--- src/rtl/inst_memory.sv ---
// inst_memory: memory stage of the pipeline. Commits ALU results directly,
// completes lw/sw accesses against a data memory with a ready handshake, and
// abandons an access after TIMEOUT consecutive wait cycles.
//
// Ports:
//   clk, rst            clock and synchronous active-high reset
//   pc_in, inst_in      pc [31:2] and instruction word from execute
//   load, store         instruction is lw / sw (both set is treated as lw)
//   rd_in, rd_val_in    destination register and ALU/link result
//   mem_dout, mem_ready data memory read data and completion strobe
//   stall               combinational hold request to upstream
//   mem_rd, mem_rd_val  registered forwarding path to execute
//   pc_out, inst_out    committed instruction
//   wb_en/wb_rd/wb_val  register-file write port
//   bus_err             one-cycle pulse when an access is abandoned
module inst_memory #(
  parameter int unsigned TIMEOUT = 15
) (
  input  logic        clk,
  input  logic        rst,
  input  logic [31:2] pc_in,
  input  logic [31:0] inst_in,
  input  logic        load,
  input  logic        store,
  input  logic [4:0]  rd_in,
  input  logic [31:0] rd_val_in,
  input  logic [31:0] mem_dout,
  input  logic        mem_ready,
  output logic        stall,
  output logic [4:0]  mem_rd,
  output logic [31:0] mem_rd_val,
  output logic [31:2] pc_out,
  output logic [31:0] inst_out,
  output logic        wb_en,
  output logic [4:0]  wb_rd,
  output logic [31:0] wb_val,
  output logic        bus_err
);

  localparam logic [3:0] TMO = 4'(TIMEOUT);

  typedef enum logic {IDLE, WAIT} state_e;

  state_e      state_q, state_d;
  logic [3:0]  wcnt_q, wcnt_d;
  logic [31:2] pc_q, pc_d;
  logic [31:0] inst_q, inst_d;
  logic        wb_en_q, wb_en_d;
  logic [4:0]  wb_rd_q, wb_rd_d;
  logic [31:0] wb_val_q, wb_val_d;
  logic [4:0]  mem_rd_q, mem_rd_d;
  logic [31:0] mem_rd_val_q, mem_rd_val_d;
  logic        bus_err_q, bus_err_d;

  logic        mem_op;
  logic        is_store;
  logic        commit;
  logic        expire;
  logic        stall_c;

  assign mem_op   = load | store;
  assign is_store = store & ~load;

  always_comb begin
    state_d      = state_q;
    wcnt_d       = wcnt_q;
    pc_d         = pc_q;
    inst_d       = inst_q;
    wb_en_d      = 1'b0;
    wb_rd_d      = wb_rd_q;
    wb_val_d     = wb_val_q;
    bus_err_d    = 1'b0;
    stall_c      = 1'b0;
    commit       = 1'b0;
    expire       = 1'b0;

    unique case (state_q)
      IDLE: begin
        if (mem_op && !mem_ready) begin
          stall_c = 1'b1;
          state_d = WAIT;
          wcnt_d  = 4'd1;
        end else begin
          commit = 1'b1;
        end
      end
      WAIT: begin
        if (mem_ready) begin
          commit  = 1'b1;
          state_d = IDLE;
          wcnt_d  = '0;
        end else if (wcnt_q >= TMO) begin
          // Abandoned load still retires with a zero result; abandoned store
          // leaves every committed output untouched.
          expire    = 1'b1;
          commit    = ~is_store;
          bus_err_d = 1'b1;
          state_d   = IDLE;
          wcnt_d    = '0;
        end else begin
          stall_c = 1'b1;
          wcnt_d  = wcnt_q + 4'd1;
        end
      end
      default: begin
        state_d = IDLE;
        wcnt_d  = '0;
      end
    endcase

    if (commit) begin
      pc_d   = pc_in;
      inst_d = inst_in;
      if (is_store) begin
        wb_en_d  = 1'b0;
        wb_rd_d  = '0;
        wb_val_d = '0;
      end else begin
        wb_en_d  = (rd_in != 5'd0);
        wb_rd_d  = rd_in;
        if (load) wb_val_d = expire ? '0 : mem_dout;
        else      wb_val_d = rd_val_in;
      end
    end

    mem_rd_d     = wb_en_d ? wb_rd_d  : '0;
    mem_rd_val_d = wb_en_d ? wb_val_d : '0;
  end

  always_ff @(posedge clk) begin
    if (rst) begin
      state_q      <= IDLE;
      wcnt_q       <= '0;
      pc_q         <= '0;
      inst_q       <= '0;
      wb_en_q      <= 1'b0;
      wb_rd_q      <= '0;
      wb_val_q     <= '0;
      mem_rd_q     <= '0;
      mem_rd_val_q <= '0;
      bus_err_q    <= 1'b0;
    end else begin
      state_q      <= state_d;
      wcnt_q       <= wcnt_d;
      pc_q         <= pc_d;
      inst_q       <= inst_d;
      wb_en_q      <= wb_en_d;
      wb_rd_q      <= wb_rd_d;
      wb_val_q     <= wb_val_d;
      mem_rd_q     <= mem_rd_d;
      mem_rd_val_q <= mem_rd_val_d;
      bus_err_q    <= bus_err_d;
    end
  end

  assign stall      = stall_c & ~rst;
  assign mem_rd     = mem_rd_q;
  assign mem_rd_val = mem_rd_val_q;
  assign pc_out     = pc_q;
  assign inst_out   = inst_q;
  assign wb_en      = wb_en_q;
  assign wb_rd      = wb_rd_q;
  assign wb_val     = wb_val_q;
  assign bus_err    = bus_err_q;

endmodule

--- config.mk ---
export PLATFORM = sky130hd
export DESIGN_NAME = inst_memory
export DESIGN_NICKNAME = d
export VERILOG_FILES = /design/src/rtl/inst_memory.sv
export SDC_FILE = /design/constraint.sdc
export NUM_CORES = 1
export LEC_CHECK = 0
export ABC_AREA = 1
export CORE_MARGIN = 2
export CORE_UTILIZATION = 41
export CTS_BUF_LIST = sky130_fd_sc_hd__clkbuf_16
export DETAILED_ROUTE_END_ITERATION = 10
export HOLD_SLACK_MARGIN = 0.08
export PLACE_DENSITY = 0.81
export SLEW_MARGIN = 40
export SYNTH_ARGS = -nofsm -noshare
export SYNTH_HDL_FRONTEND = slang
export SYNTH_SLANG_ARGS = --single-unit
--- constraint.sdc ---
create_clock -name clk -period 1.93 [get_ports clk]
set_input_delay 0.193 -clock clk [delete_from_list [all_inputs] [get_ports clk]]
set_output_delay 0.193 -clock clk [all_outputs]
set_load 0.01 [all_outputs]
Word level (Yosys, flattened, before mapping)
Cells that the tools add are included.
{ "word_totals": {"regBits": 143, "out_inout_bits": 139, "mem_count": 0, "latchBits": 0, "romBits": 0, "mem_bits_rw": 0, "wordCells": 48, "in_bits": 136} }
{ "op_classes": {"shifts": 0, "mux": 23, "n_eq_ne": 1, "add_sub_neg": 1, "reduce_logical": 4, "multipliers": 0, "n_lt_le_gt_ge": 1, "div": 0, "bitwise_logic": 8} }
{ "ops": {"columns": ["op", "n"], "rows": [
  ["32-bit 2-to-1 mux", 4],
  ["4-bit 2-to-1 mux", 3],
  ["1-bit 2-to-1 mux", 11],
  ["5-bit 2-to-1 mux", 2],
  ["4-bit case mux with 2 select lines", 1],
  ["1-bit NOT", 5],
  ["5-bit nonzero test", 1],
  ["4-bit by 1-bit adder with 4-bit output (second input constant)", 1],
  ["4-bit greater-or-equal comparator (second input constant)", 1],
  ["1-bit case mux with 2 select lines", 2],
  ["1-bit AND", 2],
  ["2-bit inequality test (second input constant)", 1],
  ["2-bit OR reduction", 1],
  ["1-bit logical AND", 1],
  ["1-bit zero test", 1],
  ["1-bit OR", 1]
]} }

Longest topological paths before layout
{ "logic_depth": {"word_depth": 9, "ltp_mapped": 10, "ltp_nobuf": 8} }

Worst setup path before layout
Ideal clock, no wire load.
{ "synth_path": {"path_type": "register to register", "startpoint": "register wcnt_q[0]", "endpoint": "register mem_rd_val_q[30], in the netlist mem_rd_val[30]", "synth_period_minus_slack_ns": 1.505, "setup_time_ns": 0.064, "path_slack_ns": 0.425, "arrival_time_ns": 1.442, "required_time_ns": 1.866, "stages_incl_launch_ff": 10, "n_path_buf": 2, "cell_sequence": "dfxtp_1 -> ha_1 -> nand3_1 -> nand2_1 -> nand3_4 -> nor2_1 -> nand2_1 -> buf_4 -> buf_6 -> nor2_1"} }
{ "synth_via": {"elab_chain_cells": 8, "word_cells_on_any_way": 14, "classes_between": "order compare (1); mux (11); bitwise (1); reduce/logical (1)"} }
{ "synth_lines": {"columns": ["element", "line_no", "rtl"], "rows": [
  ["from (decl)", "45", "logic [3:0] wcnt_q, wcnt_d;"],
  ["from (signal assigned)", "144", "wcnt_q <= wcnt_d;"],
  ["4-bit greater-or-equal comparator *", "92", "end else if (wcnt_q >= TMO) begin"],
  ["1-bit 2-to-1 mux", "92", null],
  ["1-bit 2-to-1 mux", null, null],
  ["1-bit 2-to-1 mux", "77", "unique case (state_q)"],
  ["32-bit 2-to-1 mux (2 in a row)", "121", "if (load) wb_val_d = expire ? '0 : mem_dout;"],
  ["32-bit 2-to-1 mux", "114", "if (is_store) begin"],
  ["32-bit 2-to-1 mux", "111", "if (commit) begin"],
  ["to (signal assigned)", "151", "mem_rd_val_q <= mem_rd_val_d;"],
  ["to (decl)", "52", "logic [31:0] mem_rd_val_q, mem_rd_val_d;"]
]} }
Mark *: on every way between the ends. The rest lies on a longest branch, timed or not.
A chain may end at the register's enable or synchronous reset.

Final worst setup path
{ "layout_path": {"startpoint": "register wcnt_q[1]", "endpoint": "register wb_val_q[7], in the netlist wb_val[7]"} }
{ "layout_via": {"elab_chain_cells": 8, "word_cells_on_any_way": 11, "classes_between": "order compare (1); mux (10)"} }
{ "layout_lines": {"columns": ["element", "line_no", "rtl"], "rows": [
  ["4-bit greater-or-equal comparator *", "92", null],
  ["1-bit 2-to-1 mux", "92", null],
  ["1-bit 2-to-1 mux", null, null],
  ["1-bit 2-to-1 mux", "77", null],
  ["32-bit 2-to-1 mux (2 in a row)", "121", null],
  ["32-bit 2-to-1 mux", "114", null],
  ["32-bit 2-to-1 mux *", "111", null],
  ["to (signal assigned)", "149", "wb_val_q <= wb_val_d;"],
  ["to (decl)", "50", "logic [31:0] wb_val_q, wb_val_d;"]
]} }
Marked as above.

==> results.sh <==
export IMPL_vdd_ir_drop_max_mv=0.599
export IMPL_whs_ns=0.311
export IMPL_clk_path_buf_depth=2
export IMPL_synth_edf_count=0
export IMPL_synth_common_cells="nand2_1, dfxtp_1, a21oi_1"
export IMPL_routed_wl_um=17700
export IMPL_ys_types=21
export IMPL_cp_max_fo=15
export IMPL_pre_cts_ws_ns=-0.0918
export IMPL_avgSynthCellArea_um2=7.31
export IMPL_cp_arrival_ns=1.99
export IMPL_skew_ns=0.0123
export IMPL_setup_tns_ns=0
export IMPL_drv_cap=0
export IMPL_max_freq_ghz=0.587
export IMPL_final_core_util=0.687
export IMPL_grt_pass1_wl_um=27200
export IMPL_wl_per_cell_um=14.5
export IMPL_synth_top_cell_area_share=0.507
export IMPL_grt_overflow=0
export IMPL_yosys_warnings=0
export IMPL_first_pass_iters=5
export IMPL_core_area_um2=13300
export IMPL_start_util=0.423
export IMPL_gp_congestion=0.867
export IMPL_critPathKind="reg2reg"
export IMPL_synth_area_leaders="dfxtp_1, nand2_1, nand4_1"
export IMPL_cts_sinks=143
export IMPL_synth_area_leader_cell="dfxtp_1"
export IMPL_holdCritPathClass="in2reg"
export IMPL_die_y_um=121
export IMPL_min_period_ns=1.70
export IMPL_synth_seq_cells=143
export IMPL_power_total_mw=8.05
export IMPL_synth_most_common_cell="nand2_1"
export IMPL_cp_required_ns=2.22
export IMPL_synthesis_area_um2=5640
export IMPL_cp_start_kind="flop"
export IMPL_finalHoldViolCount=0
export IMPL_vias=5891
export IMPL_cts_made_buffers=17
export IMPL_hpwl_um=12100
export IMPL_ff_latch_area_um2=2860
export IMPL_syn_to_final_growth_pct=62.4
export IMPL_postPlaceCellArea_um2=8610
export IMPL_slew_headroom=0.656
export IMPL_rsz0062_at_grt="false"
export IMPL_finalCritPeriodShare=0.882
export IMPL_antenna_found_initial=0
export IMPL_fin_area_um2=9170
export IMPL_multi_input_area_um2=2230
export IMPL_crit_path_end_kind="flop"
export IMPL_worst_pin_slew_ns=0.515
export IMPL_async_reset_ff_frac=0
export IMPL_fill_cells=1135
export IMPL_clk_pin_slew_worst_paths_ns=0.06
export IMPL_die_x_um=121
export IMPL_rows=42
export IMPL_port_buffers=274
export IMPL_timing_final_ws_setup_ns=0.227
export IMPL_drc_errors=0
export IMPL_total_leakage_power_nw=3.94
export IMPL_drv_slew=0
export IMPL_instances_no_fill=1219
export IMPL_grt_pass1_vias=5505
export IMPL_synth_main_ff_cell="dfxtp_1"
export IMPL_nets=1167
export IMPL_dieArea_um2=14700
export IMPL_syn_inst=772
export IMPL_grt_max_degree=106
export IMPL_htreeDepth=4
export IMPL_setup_viol=0
export IMPL_track_usage=0.235
export IMPL_drt_iter0_drc=363
export IMPL_outcome="completed"
export IMPL_dp_cells=1187
export IMPL_drive_above_1_share=0.0633
export IMPL_clk_latency_ns=0.42
export IMPL_syn_num_nets=909
export IMPL_cts_tree="done"
export IMPL_io_pin_count=275
export IMPL_cts_root_buf="clkbuf_16"
export IMPL_powerDensity_nw_per_um2=877
export IMPL_num_antenna_cells=0
export IMPL_via_per_inst=4.83
export IMPL_ant_nets=0
export IMPL_synth_seq_area_share=0.507
-- report_power, final --
group	total [mW]	switching [mW]	leakage, nW	internal, mW
Sequential	3.28	0.100	1.18	3.18
Combinational	1.61	0.743	2.49	0.863
Clock	3.16	1.27	0.280	1.89
Total	8.05	2.11	3.94	5.94
-- state kept, by name, indices dropped and copies added (netlist names) --
register / count
bus_err: 1
inst_out: 32
mem_rd: 5
mem_rd_val: 32
pc_out: 30
state_q: 1
wb_en: 1
wb_rd: 5
wb_val: 32
wcnt_q: 4
-- worst paths after layout --
check,slack (ns),endpoint,start,cells after the start
worst min-delay path,0.31,wcnt_q[0]$_SDFFE_PP0P_,rst,3
worst max register to register,0.23,wb_val[7]$_SDFF_PP0_,wcnt_q[1]$_SDFFE_PP0P_,8
worst max-delay path,0.23,wb_val[7]$_SDFF_PP0_,wcnt_q[1]$_SDFFE_PP0P_,8
worst min register to register,0.46,wb_rd[0]$_SDFF_PP0_,wb_rd[0]$_SDFF_PP0_,2
-- worst max-delay path, stage by stage, from the launching register on --
cell	delay (ns)
dfxtp_1	0.35
ha_1	0.20
nand3_1	0.10
nand2_2	0.12
buf_4	0.14
nand3_4	0.13
buf_4	0.22
o21ai_0	0.23
nor2_1	0.07
-- layout by cell type, fill, tap and decap left out, types with 2 or more instances in the layout --
cell / instances
o21ai_0: 14
a21oi_1: 79
buf_12: 9
buf_4: 15
clkinv_2: 5
nand4_1: 67
nand2_2: 3
clkinv_4: 2
clkdlybuf4s50_1: 272
inv_1: 65
clkinv_1: 3
nor2_1: 71
nor2_2: 2
clkbuf_16: 17
inv_6: 3
nand3_1: 2
inv_2: 4
nand2_1: 243
dfxtp_1: 143
o21ai_1: 16
bufinv_16: 2
-- logic make-up after synthesis --
group,after synthesis,synth area share
AO/OA/AOI/OAI,109,0.0967
adder cells (fa/ha/maj),1,0.00222
buffers and inverters,128,0.0980
AND/OR/NAND/NOR,390,0.294
XOR/XNOR,1,0.00155
flip-flops,143,0.507
-- layout make-up --
class | instances | area share
timing repair buffer | 297 | 0.329
inverter | 70 | 0.0288
clock buffer | 17 | 0.0464
tap | 176 | 0.0240
multi-input combinational | 501 | 0.244
sequential | 143 | 0.312
clock inverter | 15 | 0.0156
-- what timing repair did --
action / in CTS / in global routing
gates resized for setup: 1 / 3
endpoints found under the setup margin: 1 / 3
hold buffers: 0 / 0
pin swaps: 0 / 0
buffers inserted: 0 / 0
-- layer usage --
| layer | part of all wire | global-route usage | routed length, µm |
|---|---|---|---|
| met2 | 0.49 | 0.406 | 8720 |
| met1 | 0.41 | 0.267 | 7230 |
| met3 | 0.068 | 0.0695 | 1210 |
| met4 | 0.029 | 0.108 | 507 |
| met5 | 0 | 0 | 0 |
Power figures use the tool's default switching activity.
